[config.mk]
export PLATFORM = sky130hd
export DESIGN_NAME = uart_tx_sb_ctrl
export DESIGN_NICKNAME = d
export VERILOG_FILES = /design/src/rtl/uart_pkg.sv /design/src/rtl/uart_tx.sv /design/src/rtl/uart_tx_sb_ctrl.sv
export SDC_FILE = /design/constraint.sdc
export NUM_CORES = 1
export LEC_CHECK = 0
export ABC_AREA = 1
export CAP_MARGIN = 10
export CELL_PAD_IN_SITES_DETAIL_PLACEMENT = 0
export CELL_PAD_IN_SITES_GLOBAL_PLACEMENT = 1
export CORE_UTILIZATION = 41
export CTS_BUF_LIST = sky130_fd_sc_hd__clkbuf_8
export DETAILED_ROUTE_END_ITERATION = 8
export DONT_BUFFER_PORTS = 1
export GPL_TIMING_DRIVEN = 0
export PLACE_DENSITY = 0.78
export SLEW_MARGIN = 5
export SYNTH_ARGS = -nofsm -noshare
export SYNTH_HDL_FRONTEND = slang
export SYNTH_SLANG_ARGS = --single-unit
export TNS_END_PERCENT = 20
[constraint.sdc]
create_clock -name clk_i -period 2.82 [get_ports clk_i]
set_input_delay 0.705 -clock clk_i [delete_from_list [all_inputs] [get_ports clk_i]]
set_output_delay 0.705 -clock clk_i [all_outputs]
set_load 0.05 [all_outputs]
[src/rtl/uart_pkg.sv]
// uart_pkg: bus register offsets, config reset defaults and tx engine states shared by the uart peripherals
package uart_pkg;
  localparam logic [31:0] REG_DATA = 32'h00;
  localparam logic [31:0] REG_BUSY = 32'h08;
  localparam logic [31:0] REG_BAUD = 32'h0C;
  localparam logic [31:0] REG_PARITY = 32'h10;
  localparam logic [31:0] REG_STOP = 32'h14;
  localparam logic [31:0] REG_RESET = 32'h24;
  localparam logic [16:0] BAUD_DEFAULT = 17'd9600;
  localparam logic PARITY_DEFAULT = 1'b1;
  localparam logic STOP_DEFAULT = 1'b1;
  typedef enum logic [2:0] {IDLE, START, DATA, PARITY, STOP} tx_state_t;
endpackage

[src/rtl/uart_tx.sv]
// uart_tx: frame engine (baud accumulator, FSM, shifter); start_i/data_i begin a frame using baudrate_i/parity_en_i/stopbit_i, drives tx_o, busy_o, done_o pulses on the tick ending the last stop bit
module uart_tx import uart_pkg::*; #(
  parameter int unsigned CLK_FREQ_HZ = 10_000_000
) (
  input  logic        clk_i,
  input  logic        rst,
  input  logic        start_i,
  input  logic [7:0]  data_i,
  input  logic [16:0] baudrate_i,
  input  logic        parity_en_i,
  input  logic        stopbit_i,
  output logic        tx_o,
  output logic        busy_o,
  output logic        done_o
);
  tx_state_t state, state_n;
  logic [31:0] acc;
  logic [32:0] sum;
  logic [16:0] baud;
  logic [7:0] sh;
  logic [2:0] cnt;
  logic scnt, par_en, stop2, par, tick;
  assign sum = {1'b0, acc} + 33'(baud);
  assign tick = sum >= 33'(CLK_FREQ_HZ);
  assign busy_o = state != IDLE;
  assign done_o = tick && state == STOP && scnt == stop2;
  assign tx_o = state == START ? 1'b0 : state == DATA ? sh[0] : state == PARITY ? par : 1'b1;
  always_comb begin
    state_n = state;
    if (state == IDLE)
      state_n = start_i ? START : IDLE;
    else if (tick)
      state_n = state == START ? DATA :
                state == DATA ? (cnt == 3'd7 ? (par_en ? PARITY : STOP) : DATA) :
                state == PARITY ? STOP :
                (scnt == stop2 ? IDLE : STOP);
  end
  always_ff @(posedge clk_i) begin
    if (rst) state <= IDLE;
    else state <= state_n;
  end
  always_ff @(posedge clk_i) begin
    if (rst) begin
      acc <= '0;
      baud <= BAUD_DEFAULT;
      par_en <= PARITY_DEFAULT;
      stop2 <= STOP_DEFAULT;
      sh <= '0;
      par <= 1'b0;
      cnt <= '0;
      scnt <= 1'b0;
    end else if (state == IDLE) begin
      if (start_i) begin
        acc <= '0;
        baud <= baudrate_i;
        par_en <= parity_en_i;
        stop2 <= stopbit_i;
        sh <= data_i;
        par <= ^data_i;
        cnt <= '0;
        scnt <= 1'b0;
      end
    end else begin
      acc <= tick ? 32'(sum - 33'(CLK_FREQ_HZ)) : sum[31:0];
      if (tick && state == DATA) begin
        sh <= sh >> 1;
        cnt <= cnt + 3'd1;
      end
      if (tick && state == STOP) scnt <= 1'b1;
    end
  end
endmodule

[src/rtl/uart_tx_sb_ctrl.sv]
// uart_tx_sb_ctrl: bus-mapped uart transmitter; addr_i/req_i/write_data_i/write_enable_i bus in, read_data_o registered read, interrupt_request_o/interrupt_return_i frame-done irq, tx_o serial line
module uart_tx_sb_ctrl import uart_pkg::*; #(
  parameter int unsigned CLK_FREQ_HZ = 10_000_000
) (
  input  logic        clk_i,
  input  logic        rst,
  input  logic [31:0] addr_i,
  input  logic        req_i,
  input  logic [31:0] write_data_i,
  input  logic        write_enable_i,
  output logic [31:0] read_data_o,
  output logic        interrupt_request_o,
  input  logic        interrupt_return_i,
  output logic        tx_o
);
  logic [16:0] baudrate;
  logic [7:0] data;
  logic [31:0] rdata;
  logic parity_en, stopbit, wr, rd, cfg_wr, start, soft_rst, rst_all, busy, done, unused_ok;
  assign wr = req_i & write_enable_i;
  assign rd = req_i & ~write_enable_i;
  assign cfg_wr = wr & ~busy;
  assign start = cfg_wr && addr_i == REG_DATA;
  assign soft_rst = wr && addr_i == REG_RESET && write_data_i[0];
  assign rst_all = rst | soft_rst;
  assign unused_ok = ^write_data_i[31:17];
  always_comb
    rdata = addr_i == REG_DATA ? {24'd0, data} :
            addr_i == REG_BUSY ? {31'd0, busy} :
            addr_i == REG_BAUD ? {15'd0, baudrate} :
            addr_i == REG_PARITY ? {31'd0, parity_en} :
            addr_i == REG_STOP ? {31'd0, stopbit} : '0;
  always_ff @(posedge clk_i) begin
    if (rst_all) begin
      baudrate <= BAUD_DEFAULT;
      parity_en <= PARITY_DEFAULT;
      stopbit <= STOP_DEFAULT;
      data <= '0;
      read_data_o <= '0;
      interrupt_request_o <= 1'b0;
    end else begin
      if (start) data <= write_data_i[7:0];
      if (cfg_wr && addr_i == REG_BAUD && write_data_i[16:0] != '0) baudrate <= write_data_i[16:0];
      if (cfg_wr && addr_i == REG_PARITY) parity_en <= write_data_i[0];
      if (cfg_wr && addr_i == REG_STOP) stopbit <= write_data_i[0];
      if (rd) read_data_o <= rdata;
      interrupt_request_o <= done | (interrupt_request_o & ~interrupt_return_i & ~start);
    end
  end
  uart_tx #(.CLK_FREQ_HZ(CLK_FREQ_HZ)) u_tx (
    .clk_i(clk_i),
    .rst(rst_all),
    .start_i(start),
    .data_i(write_data_i[7:0]),
    .baudrate_i(baudrate),
    .parity_en_i(parity_en),
    .stopbit_i(stopbit),
    .tx_o(tx_o),
    .busy_o(busy),
    .done_o(done)
  );
endmodule

==> results list <==
- Setup repair after global routing missed its margin: true
* Initial antenna violation count: 0
- Max-cap violations in this run came to 0.
- Dividing total power by cell area gives a power density of 994 mW/mm^2.
* Setup slack after layout: -0.243 ns
- The tree built by TritonCTS fans out to 112 sinks.
- 103 I/O pins were placed.
* Wire length of the first global-routing pass: 44100 um
* Finished Core Util: 50.6%
- Compound-gate portion of the synthesized area: 12.5%
- Max stage delay on crit path: 0.42 ns
* Final Max Slew Viols: 0
- Iteration-0 DRC Markers: 504
- Leakage: 0.00451 uW
* CP Class: flip-flop to flip-flop
* Sum of buffers and inverters on the critical path: 3
* CTS tree: done
* Async set-or-reset flop fraction in the synthesized netlist: 0%
- Summing the areas of all fa, ha and maj instances in the mapped netlist gives 3.97% of the synthesized area.
- Detailed-placement wirelength estimate: 22000 um
- Area Growth Syn to Fin: 19.1%
- In this run the number of H-tree levels came out at 3.
* Post-synth top flop: dfxtp_1
- Summing all flip-flop and latch instances after layout gives 0.00226 sq mm.
- Including well taps, the total number of placed cells is 1631.
* Number of nets in the layout: 1504
- In the final layout, the multi-input gates occupy 0.00568 sq mm.
- Fraction of layout instances using a drive strength above 1: 18.5%
- Signal arrival time at the worst endpoint: 3.38 ns
* Vias in the first global route: 8196
* Portion of the clock cycle consumed by the worst path in the final layout: 109%
- Highest Clock Rate: 0.327 GHz
- Worst reg2reg path depth: 18
- Final std cell area, no fill: 0.00962 sq mm
- The initial utilization of the core area, before any placement, comes to 42.4%.
- The run finished, with violations left.
* Sort of element at the end of the critical path: flip-flop
- Setup crit start kind: flip-flop
- Global routing finished with a remaining overflow of 0.
- Largest family of logic cells by synthesized area: simple AND/OR/NAND/NOR gates
* Synthesized-area fraction occupied by and/or/nand/nor cells: 42.4%
* Final-report hold violation count: 0
* Clock network latency to the later pin of the worst-skew pair: 0.41 ns
- Pre-antenna DRT Iters: 5
* Total of warnings raised by yosys: 0
- The startpoint identified for the worst hold timing path is write_data_i[15].
- The initialized floorplan defines 50 standard-cell rows.
* Post-synthesis cell area: 0.00807 sq mm
- The clock passes through at most 2 buffers.
- Power comes to 9560 uW.
* Distinct cell type count of the synthesized netlist: 43
- Post-route non-filler standard cell count: 1675
- Chip width: 142 um
- Most repeated library cell on the critical path: nand2_1
* Minimum period implied by the final worst setup slack: 3.06 ns
- The checks that failed: setup timing.
- For the pin with the worst max-slew slack, the measured transition is 1.04 ns.
* Routed wire length: 28300 um
* Type of the tightest min-delay check: primary input to flip-flop
* Post-synthesis instance total: 1357
- A synthesized cell averages 5.95 sq um.
- Ordered cell list for the critical path: ha_4 > fa_2 > nand3_2 > nand3_4 > buf_6 > xor2_4 > nor3_2 > nand4_1 > nor2_1 > nand2_1 > nor2_1 > nand2_1 > nand3_4 > inv_6 > buf_12 > nand2_1 > nand3_2 > a21oi_2
- Number of synthesized flops with an enable pin: 0
* Inserted Clock Buffers: 9
- Placeable core area: 0.0190 sq mm
* Remaining routing DRC violations: 0
* Clock Skew: 0.0276 ns
* Placer's final routability congestion estimate: 0.967
* Startpoint of the lowest-slack register-to-register path: u_tx.baud[0]
- Input and output buffers added on the ports amount to 0.
- Setup violations remaining at the end of the flow were counted as 41.
- On the critical path, the stage with the largest delay is an instance of fa_2.
* Hold Crit Endpoint: baudrate[15]
* Top Family by Delay on Critical Path: simple AND/OR/NAND/NOR gates
* Die span in y: 142 um
- Setup slack, reg-to-reg: -0.24 ns
- Largest driver fanout on the critical path: 10
- Pin count of the biggest net entering global routing: 19
- VDD sags by at most 0.928 mV.
- Hold Worst Slack: 0.434 ns
- Share of cell area taken by muxes after synthesis: 0%
* Routed via count: 8735
- The endpoint identified for the worst register-to-register timing path is u_tx.acc[14].
- Clock slew at the register clock pins of the worst setup and hold paths: 0.11 ns
- For this run, the register share of the synthesized area comes to 27.8%.
* Antenna cell count: 0
- Hold repair after CTS inserted 0 buffers.
- Measured against its own limit, the worst slew margin works out to 30.1%.
* Xor-xnor portion of the synthesized cell area: 2.17%
* Area post-placement: 0.00847 sq mm
- Buffer cell driving the clock tree root: clkbuf_8
- Counting instances, the worst hold path has a depth of 2.
* Endpoint required time on the critical path: 3.14 ns
* Detailed-route wire length per cell: 16.9 um
- Die outline area: 0.0203 sq mm
- The count of nets left with antenna violations once routing finished came out at 0.
- For this run, the total global-route usage over all layers was measured as 28.7%.
- Fill cells in the final layout number 2061.
- After detailed routing, the number of vias per cell comes to 5.21.
- In this run, synthesis produced a sequential element count of 112.
where the power goes:
part | internal, uW | total, uW | switching (uW)
Combinational | 2450 | 6520 | 4080
Clock | 324 | 923 | 598
Sequential | 1800 | 2110 | 308
Total | 4570 | 9560 | 4980
sequential cells by signal (all words and copies together), names as in the netlist:
register and cells:
baudrate 17, data 8, interrupt_request_o 1, parity_en 1, read_data_o 17, stopbit 1, u_tx.acc 32, u_tx.baud 17
u_tx.cnt 3, u_tx.par 1, u_tx.par_en 1, u_tx.scnt 1, u_tx.sh 8, u_tx.state 3, u_tx.stop2 1
how the worst max path moves through the flow:
stage	startpoint	endpoint	slack [ns]	cells after the start
after detailed placement	u_tx.baud[0]	u_tx.acc[22]	-0.72	24
after floorplan	u_tx.baud[0]	u_tx.cnt[2]	0.02	24
after global routing	u_tx.baud[9]	u_tx.acc[14]	-0.41	21
after CTS	u_tx.baud[0]	u_tx.acc[30]	-0.22	16
final	u_tx.baud[0]	u_tx.acc[14]	-0.24	18
after global placement	u_tx.baud[0]	u_tx.acc[22]	-0.73	24
per-stage QoR:
step	setup TNS [ns]	setup WS (ns)
4_1_cts	-7.01	-0.220
2_1_floorplan	0	0.0232
3_3_place_gp	-37.69	-0.729
6_report	-7.27	-0.243
3_5_place_dp	-39.75	-0.725
5_1_grt	-14.64	-0.411
cells in the final DEF (no fill, tap or decap), types with 29 or more instances in the layout:
cell type  netlist  routed
inv_1          160     156
a21oi_1        103      86
o21ai_0         57      56
buf_4           16      40
nand2_1        436     385
nor2_1         137     117
dfxtp_1        112     101
nand2_2         12      50
nand4_1         29      29
nand3_1        127     111
synth_stat cells, types with 16 or more instances:
master,count,area share (%)
nor3_1,16,0.99
dfxtp_1,112,28
o21ai_0,57,3.5
nand4_1,29,2.2
a21oi_1,103,6.4
ha_1,24,3.7
buf_4,16,1.5
inv_1,160,7.4
clkbuf_1,24,1.1
nor2_1,137,6.4
nand3_1,127,7.9
nand2_1,436,20
logic make-up after synthesis:
logic type / Yosys count
AO/OA/AOI/OAI: 186
XOR/XNOR: 20
adder cells (fa/ha/maj): 25
buffers and inverters: 218
flip-flops: 112
other: 1
AND/OR/NAND/NOR: 795
what timing repair did:
item	CTS	global route
pin swaps	27	44
endpoints found under the setup margin	57	78
setup buffers	18	11
gates resized for setup	128	65
gates cloned	1	0
metal layers:
metal / vias to the layer above / share of wire (%) / wire length (um) / GRT usage [%]
li1: 4443 / - / - / -
met4: 0 / 3.8 / 1070 / 12.5
met1: 4010 / 45 / 12700 / 36.3
met3: 53 / 4.8 / 1360 / 3.90
met5: - / 0 / 0 / 0
met2: 229 / 46 / 13100 / 48.7
cell type report:
type                            count  share of cell area, %
Clock buffer                        9                   1.29
Clock inverter                      7                  0.494
Inverter                          168                   6.64
Tap cell                          260                   3.38
Timing Repair Buffer               29                   2.51
Buffer                             49                   3.12
Sequential cell                   112                   23.5
Multi-Input combinational cell   1041                   59.1
No activity file was read; power rests on OpenSTA's default activity.
